**config.mk**
```make
export PLATFORM = sky130hd
export DESIGN_NAME = adc_capture
export DESIGN_NICKNAME = d
export VERILOG_FILES = /design/src/rtl/adc_capture.sv
export SDC_FILE = /design/constraint.sdc
export NUM_CORES = 1
export LEC_CHECK = 0
export ABC_AREA = 1
export CAP_MARGIN = 10
export CORE_MARGIN = 1.5
export CORE_UTILIZATION = 52
export DETAILED_ROUTE_END_ITERATION = 10
export HOLD_SLACK_MARGIN = 0.03
export PLACE_DENSITY = 0.94
export SYNTH_ARGS = -nofsm -noshare
export SYNTH_HDL_FRONTEND = slang
export SYNTH_SLANG_ARGS = --single-unit
```
**constraint.sdc**
```tcl
create_clock -name clk_sample -period 2.5 [get_ports clk_sample]
set_input_delay 0.375 -clock clk_sample [delete_from_list [all_inputs] [get_ports clk_sample]]
set_output_delay 0.375 -clock clk_sample [all_outputs]
set_load 0.02 [all_outputs]
```
**src/rtl/adc_capture.sv**
```systemverilog
// adc_capture: ADC capture pipeline with decimation, output formatting and overrange tracking.
// Define ADC_PEAK_EN to compile in the peak-hold logic.
module adc_capture #(
    parameter int DATA_W = 12,
    parameter int DELAY  = 3,
    parameter int DEC_W  = 8
) (
    input  logic              clk_sample,
    input  logic              rst_n,
    input  logic [DATA_W-1:0] data_in,
    input  logic              ovr_in,
    input  logic              en,
    input  logic              fmt_twos,
    input  logic [DEC_W-1:0]  dec_ratio,
    input  logic              ovr_clr,
    input  logic              peak_clr,
    output logic              adc_clk,
    output logic [DATA_W-1:0] data_out,
    output logic              data_valid,
    output logic              ovr_out,
    output logic              ovr_flag,
    output logic [DATA_W-1:0] peak_out
);
    logic [DEC_W-1:0]  dec_cnt;
    logic [DEC_W-1:0]  eff_ratio;
    logic              tag_in;
    logic              arr_tag;
    logic              arr_ovr;
    logic [DATA_W-1:0] arr_data;
    logic [DATA_W-1:0] fmt_data;

    assign adc_clk   = ~clk_sample;
    assign eff_ratio = (dec_ratio == '0) ? DEC_W'(1) : dec_ratio;
    assign tag_in    = en && (dec_cnt == '0);
    assign fmt_data  = arr_data ^ {fmt_twos, {(DATA_W-1){1'b0}}};

    // >= rather than == so a mid-run ratio reduction wraps immediately
    always_ff @(posedge clk_sample or negedge rst_n) begin
        if (!rst_n)
            dec_cnt <= '0;
        else if (!en || dec_cnt >= eff_ratio - DEC_W'(1))
            dec_cnt <= '0;
        else
            dec_cnt <= dec_cnt + DEC_W'(1);
    end

    generate
        if (DELAY > 1) begin : g_pipe
            logic [DATA_W+1:0] pipe [DELAY-1];
            always_ff @(posedge clk_sample or negedge rst_n) begin
                if (!rst_n) begin
                    for (int i = 0; i < DELAY-1; i++) pipe[i] <= '0;
                end else begin
                    pipe[0] <= {tag_in, ovr_in, data_in};
                    for (int i = 1; i < DELAY-1; i++) pipe[i] <= pipe[i-1];
                end
            end
            assign {arr_tag, arr_ovr, arr_data} = pipe[DELAY-2];
        end else begin : g_direct
            assign {arr_tag, arr_ovr, arr_data} = {tag_in, ovr_in, data_in};
        end
    endgenerate

    always_ff @(posedge clk_sample or negedge rst_n) begin
        if (!rst_n) begin
            data_out   <= '0;
            data_valid <= 1'b0;
            ovr_out    <= 1'b0;
            ovr_flag   <= 1'b0;
        end else begin
            data_valid <= arr_tag;
            if (arr_tag) begin
                data_out <= fmt_data;
                ovr_out  <= arr_ovr;
            end
            ovr_flag <= (arr_tag && arr_ovr) || (ovr_flag && !ovr_clr);
        end
    end

`ifdef ADC_PEAK_EN
    logic peak_empty;
    logic peak_gt;

    assign peak_gt = fmt_twos ? ($signed(fmt_data) > $signed(peak_out)) : (fmt_data > peak_out);

    always_ff @(posedge clk_sample or negedge rst_n) begin
        if (!rst_n) begin
            peak_out   <= '0;
            peak_empty <= 1'b1;
        end else if (arr_tag) begin
            if (peak_empty || peak_clr || peak_gt) peak_out <= fmt_data;
            peak_empty <= 1'b0;
        end else if (peak_clr) begin
            peak_empty <= 1'b1;
        end
    end
`else
    logic unused_peak_clr;
    assign unused_peak_clr = peak_clr;
    assign peak_out = '0;
`endif
endmodule

```
==> metrics.log <==
[metrics] result of the run: complete, no violations
[metrics] average cell area after synthesis: 9.928 um2
[metrics] unrepaired setup endpoints after global routing: no
[metrics] startpoint types: input port
[metrics] Slowest Stage Delay on Critical Path: 0.47 ns
[metrics] post-route worst hold slack: between 0.1 and 0.15 ns
[metrics] end of the worst register-to-register path: dec_cnt[4]
[metrics] Die Footprint: ~0.0045 mm2
[metrics] #FFs+latches synth: 51
[metrics] number of synthesized flops with an enable pin: 0
[metrics] cell with the most instances after synthesis: sky130_fd_sc_hd__nand2_1
[metrics] largest net degree at the start of global routing: 35
[metrics] post-layout min period: 2.343 ns
[metrics] synthesized-area fraction occupied by ao, oa, aoi and oai cells: around 1.2%
[metrics] final worst-path setup slack: 0.1570 ns
[metrics] period utilization: 93.72%
[metrics] Post-Syn Area: 0.002135 mm2
[metrics] overflow left after global routing: 0
[metrics] Tightest Hold Check Type: input port to asynchronous set/reset pin
[metrics] flip-flop cell with the highest count after synthesis: sky130_fd_sc_hd__dfrtp_1
[metrics] Crit Path Max Fanout: 8
[metrics] number of hold violations in the final report: 0
[metrics] Synth Warn #: 0
[metrics] CP Class: input port to flop
[metrics] source-to-sink clock delay at the later pin of the worst-skew pair: 0.30 ns
[metrics] post-synth top area share: around three fifths
[metrics] adder and majority cell fraction of the synthesized area: 6.448%
[metrics] setup violation total in the final timing report: 0
[metrics] DPL Wire Length: 2920 um
[metrics] Final Max Slew Viols: 0
[metrics] final setup TNS: 0 ns
[metrics] worst reg2reg path startpoint: dec_cnt[5]
[metrics] first-pass GRT wire length: 6555 um
[metrics] routability congestion estimate: between 0.8 and 0.9
[metrics] final cell count without fillers: approximately 320
[metrics] CP max-delay cell: sky130_fd_sc_hd__clkdlybuf4s50_1
[metrics] antenna diode instance count: 0
[metrics] count of H-tree levels built during CTS: 2
[metrics] synthesized-area fraction occupied by xor and xnor cells: 2.872%
[metrics] data arrival at the endpoint of the critical path: 2.54 ns
[metrics] Seq/Total Area, Yosys: 59.79%
[metrics] Max clock buf depth: 2
[metrics] floorplan die height: about 67 um
[metrics] total track usage: 19.72%
[metrics] r2r worst-path depth: 6
[metrics] number of buffers added on ports: 41
[metrics] biggest area consumer among synthesized cells: sky130_fd_sc_hd__dfrtp_1
[metrics] Final Net Count: 310
[metrics] via count of the first global-routing pass: about 1500
[metrics] Clk pin slew, worst setup/hold paths: 0.10 ns
[metrics] normalized max-slew margin: 52.56%
[metrics] DRC marker count from the first detailed-route iteration: 74
[metrics] minimum setup slack after placement: -0.2285 ns
[metrics] detailed-route DRC error count: 0
[metrics] fraction of layout cells with a size suffix above 1: 13.92%
[metrics] via count: 1560
[metrics] Synth Instances: 215
[metrics] master cell of the clock root buffer: sky130_fd_sc_hd__clkbuf_8
[metrics] Worst Clk Skew: 0.009344 ns
[metrics] CTS tree: done
[metrics] synth-to-layout area growth: 29.95%
[metrics] post-synthesis share of cell area spent on and, or, nand and nor gates: between 20 and 25%
[metrics] share of synthesized flip-flops with an asynchronous set or reset: 100.0%
[metrics] die span in x: ~67 um
[metrics] post-synthesis mux area share: 0%
[metrics] core region area: slightly below 0.004 mm2
[metrics] CTS buffer count: 5
[metrics] IR Drop Worst-Case VDD: around 0.57 mV
[metrics] Site Rows: 23
[metrics] routed via count divided by cell count: 4.830
[metrics] Peak Freq: between 0.4 and 0.5 GHz
[metrics] Cell Pwr Density: 689.8 mW/mm2
[metrics] antenna violations before repair: 0
[metrics] wire length per cell: 12.39 um
[metrics] number of distinct standard cells referenced by the synthesized netlist: 21
[metrics] count of boundary I/O pins: 55
[metrics] slack of the worst reg-to-reg path: roughly 1.0 ns
[metrics] Crit path required time: around 2.7 ns
[metrics] top post-synthesis cells by count: sky130_fd_sc_hd__nand2_1 (67), sky130_fd_sc_hd__dfrtp_1 (51), sky130_fd_sc_hd__inv_1 (25)
[metrics] total instance count after detailed placement: roughly 320
[metrics] worst-margin pin slew: roughly 0.7 ns
[metrics] total detailed-routing wirelength: 4001 um
[metrics] total leakage power: 1.390 nW
[metrics] main area contributors after synthesis: sky130_fd_sc_hd__dfrtp_1 (60%), sky130_fd_sc_hd__nand2_1 (12%), sky130_fd_sc_hd__ha_1 (6.4%)
[metrics] detailed-routing iteration count for the pre-antenna-repair pass: 4
[metrics] post-route antenna net violation count: 0
[metrics] Critical Path, Cell by Cell: clkdlybuf4s50_1 > inv_1 > nand2_1 > nor2_2 > a31oi_2 > ha_2 > nand3_1 > xor2_1 > inv_1 > ha_2 > nand2_1 > nor2_2 > nand2_1 > nand2_4 > nor2_2
[metrics] max capacitance violation total: 0
[metrics] initial core utilization: 53.75%
[metrics] combinational family with the most area after synthesis: simple AND/OR/NAND/NOR gates
[metrics] CP Capture Type: flop
logic make-up after synthesis:
family	after synthesis
flip-flops	51
buffers and inverters	39
other	1
AND/OR/NAND/NOR	101
adder cells (fa/ha/maj)	11
AO/OA/AOI/OAI	5
XOR/XNOR	7
stage by stage:
stage	power, W	area, um2	utilization, %
5_1_grt	0.002014	2774	69.85
4_1_cts	0.001928	2729	68.71
2_1_floorplan	0.001211	2176	-
6_report	0.001913	2774	69.85
3_5_place_dp	0.001452	2635	66.35
3_3_place_gp	0.001431	2635	66.35
area by class of cell:
| cell class | instances | area (um2) |
|---|---|---|
| Sequential cell | 51 | 1276 |
| Fill cell | 277 | 1197 |
| Multi-Input combinational cell | 136 | 747.0 |
| Timing Repair Buffer | 52 | 490.5 |
| Inverter | 24 | 90.09 |
| Clock buffer | 6 | 77.57 |
| Tap cell | 50 | 62.56 |
| Clock inverter | 4 | 30.03 |
report_power, final:
part	switching, W	internal, W
logic	0.000220	0.000194
clock network	0.000311	0.000224
registers	0.0000526	0.000912
critical path: cells and delay by family:
| kind | cells | cell delay (ns) |
|---|---|---|
| AND/OR/NAND/NOR | 8 | 0.66 |
| buffers and inverters | 3 | 0.60 |
| adder cells (fa/ha/maj) | 2 | 0.53 |
| AO/OA/AOI/OAI | 1 | 0.19 |
| XOR/XNOR | 1 | 0.17 |
layout by cell type, fill, tap and decap left out, types with 2 or more instances in the layout:
master                            count
sky130_fd_sc_hd__xnor2_1              4
sky130_fd_sc_hd__inv_1               25
sky130_fd_sc_hd__nand3_2              3
sky130_fd_sc_hd__ha_1                 9
sky130_fd_sc_hd__buf_4               12
sky130_fd_sc_hd__nand3_1              7
sky130_fd_sc_hd__nor2_2               6
sky130_fd_sc_hd__nand4_1              4
sky130_fd_sc_hd__clkdlybuf4s50_1     37
sky130_fd_sc_hd__xor2_1               3
sky130_fd_sc_hd__dfrtp_1             51
sky130_fd_sc_hd__conb_1              12
sky130_fd_sc_hd__nor2_1              10
sky130_fd_sc_hd__ha_2                 2
sky130_fd_sc_hd__clkbuf_8             5
sky130_fd_sc_hd__o21ai_0              2
sky130_fd_sc_hd__dlymetal6s2s_1       2
sky130_fd_sc_hd__nand2_1             65
how the worst max path moves through the flow:
stage                  from         end  slack, ns  cells after the start
4_1_cts        dec_ratio[3]  dec_cnt[5]       0.03                     15
2_1_floorplan  dec_ratio[4]  dec_cnt[0]       0.47                     14
3_3_place_gp   dec_ratio[3]  dec_cnt[7]      -0.12                     15
3_5_place_dp   dec_ratio[3]  dec_cnt[5]      -0.23                     15
5_1_grt        dec_ratio[5]  dec_cnt[4]       0.02                     15
6_report       dec_ratio[5]  dec_cnt[4]       0.16                     15
sequential cells by signal, summed over array words and instances (netlist names):
name         cells
dec_cnt          8
g_pipe.pipe     14
ovr_flag         1
arr_tag          1
ovr_out          1
arr_data        12
data_out        12
data_valid       1
arr_ovr          1
per-layer routing:
layer / global-route usage, % / routed length (um) / vias up
met4: 7.398 / 44 / 0
met5: 0 / 0 / -
li1: - / - / 749
met1: 22.05 / 1594 / 759
met3: 4.054 / 165 / 4
met2: 36.39 / 2196 / 48
repair_timing:
action                                  CTS  global route
gates resized for setup                   1            14
hold buffers                              0             0
pin swaps                                 0             6
setup buffers                             0             0
endpoints found under the setup margin    1             8
No activity file was read; power rests on OpenSTA's default activity.
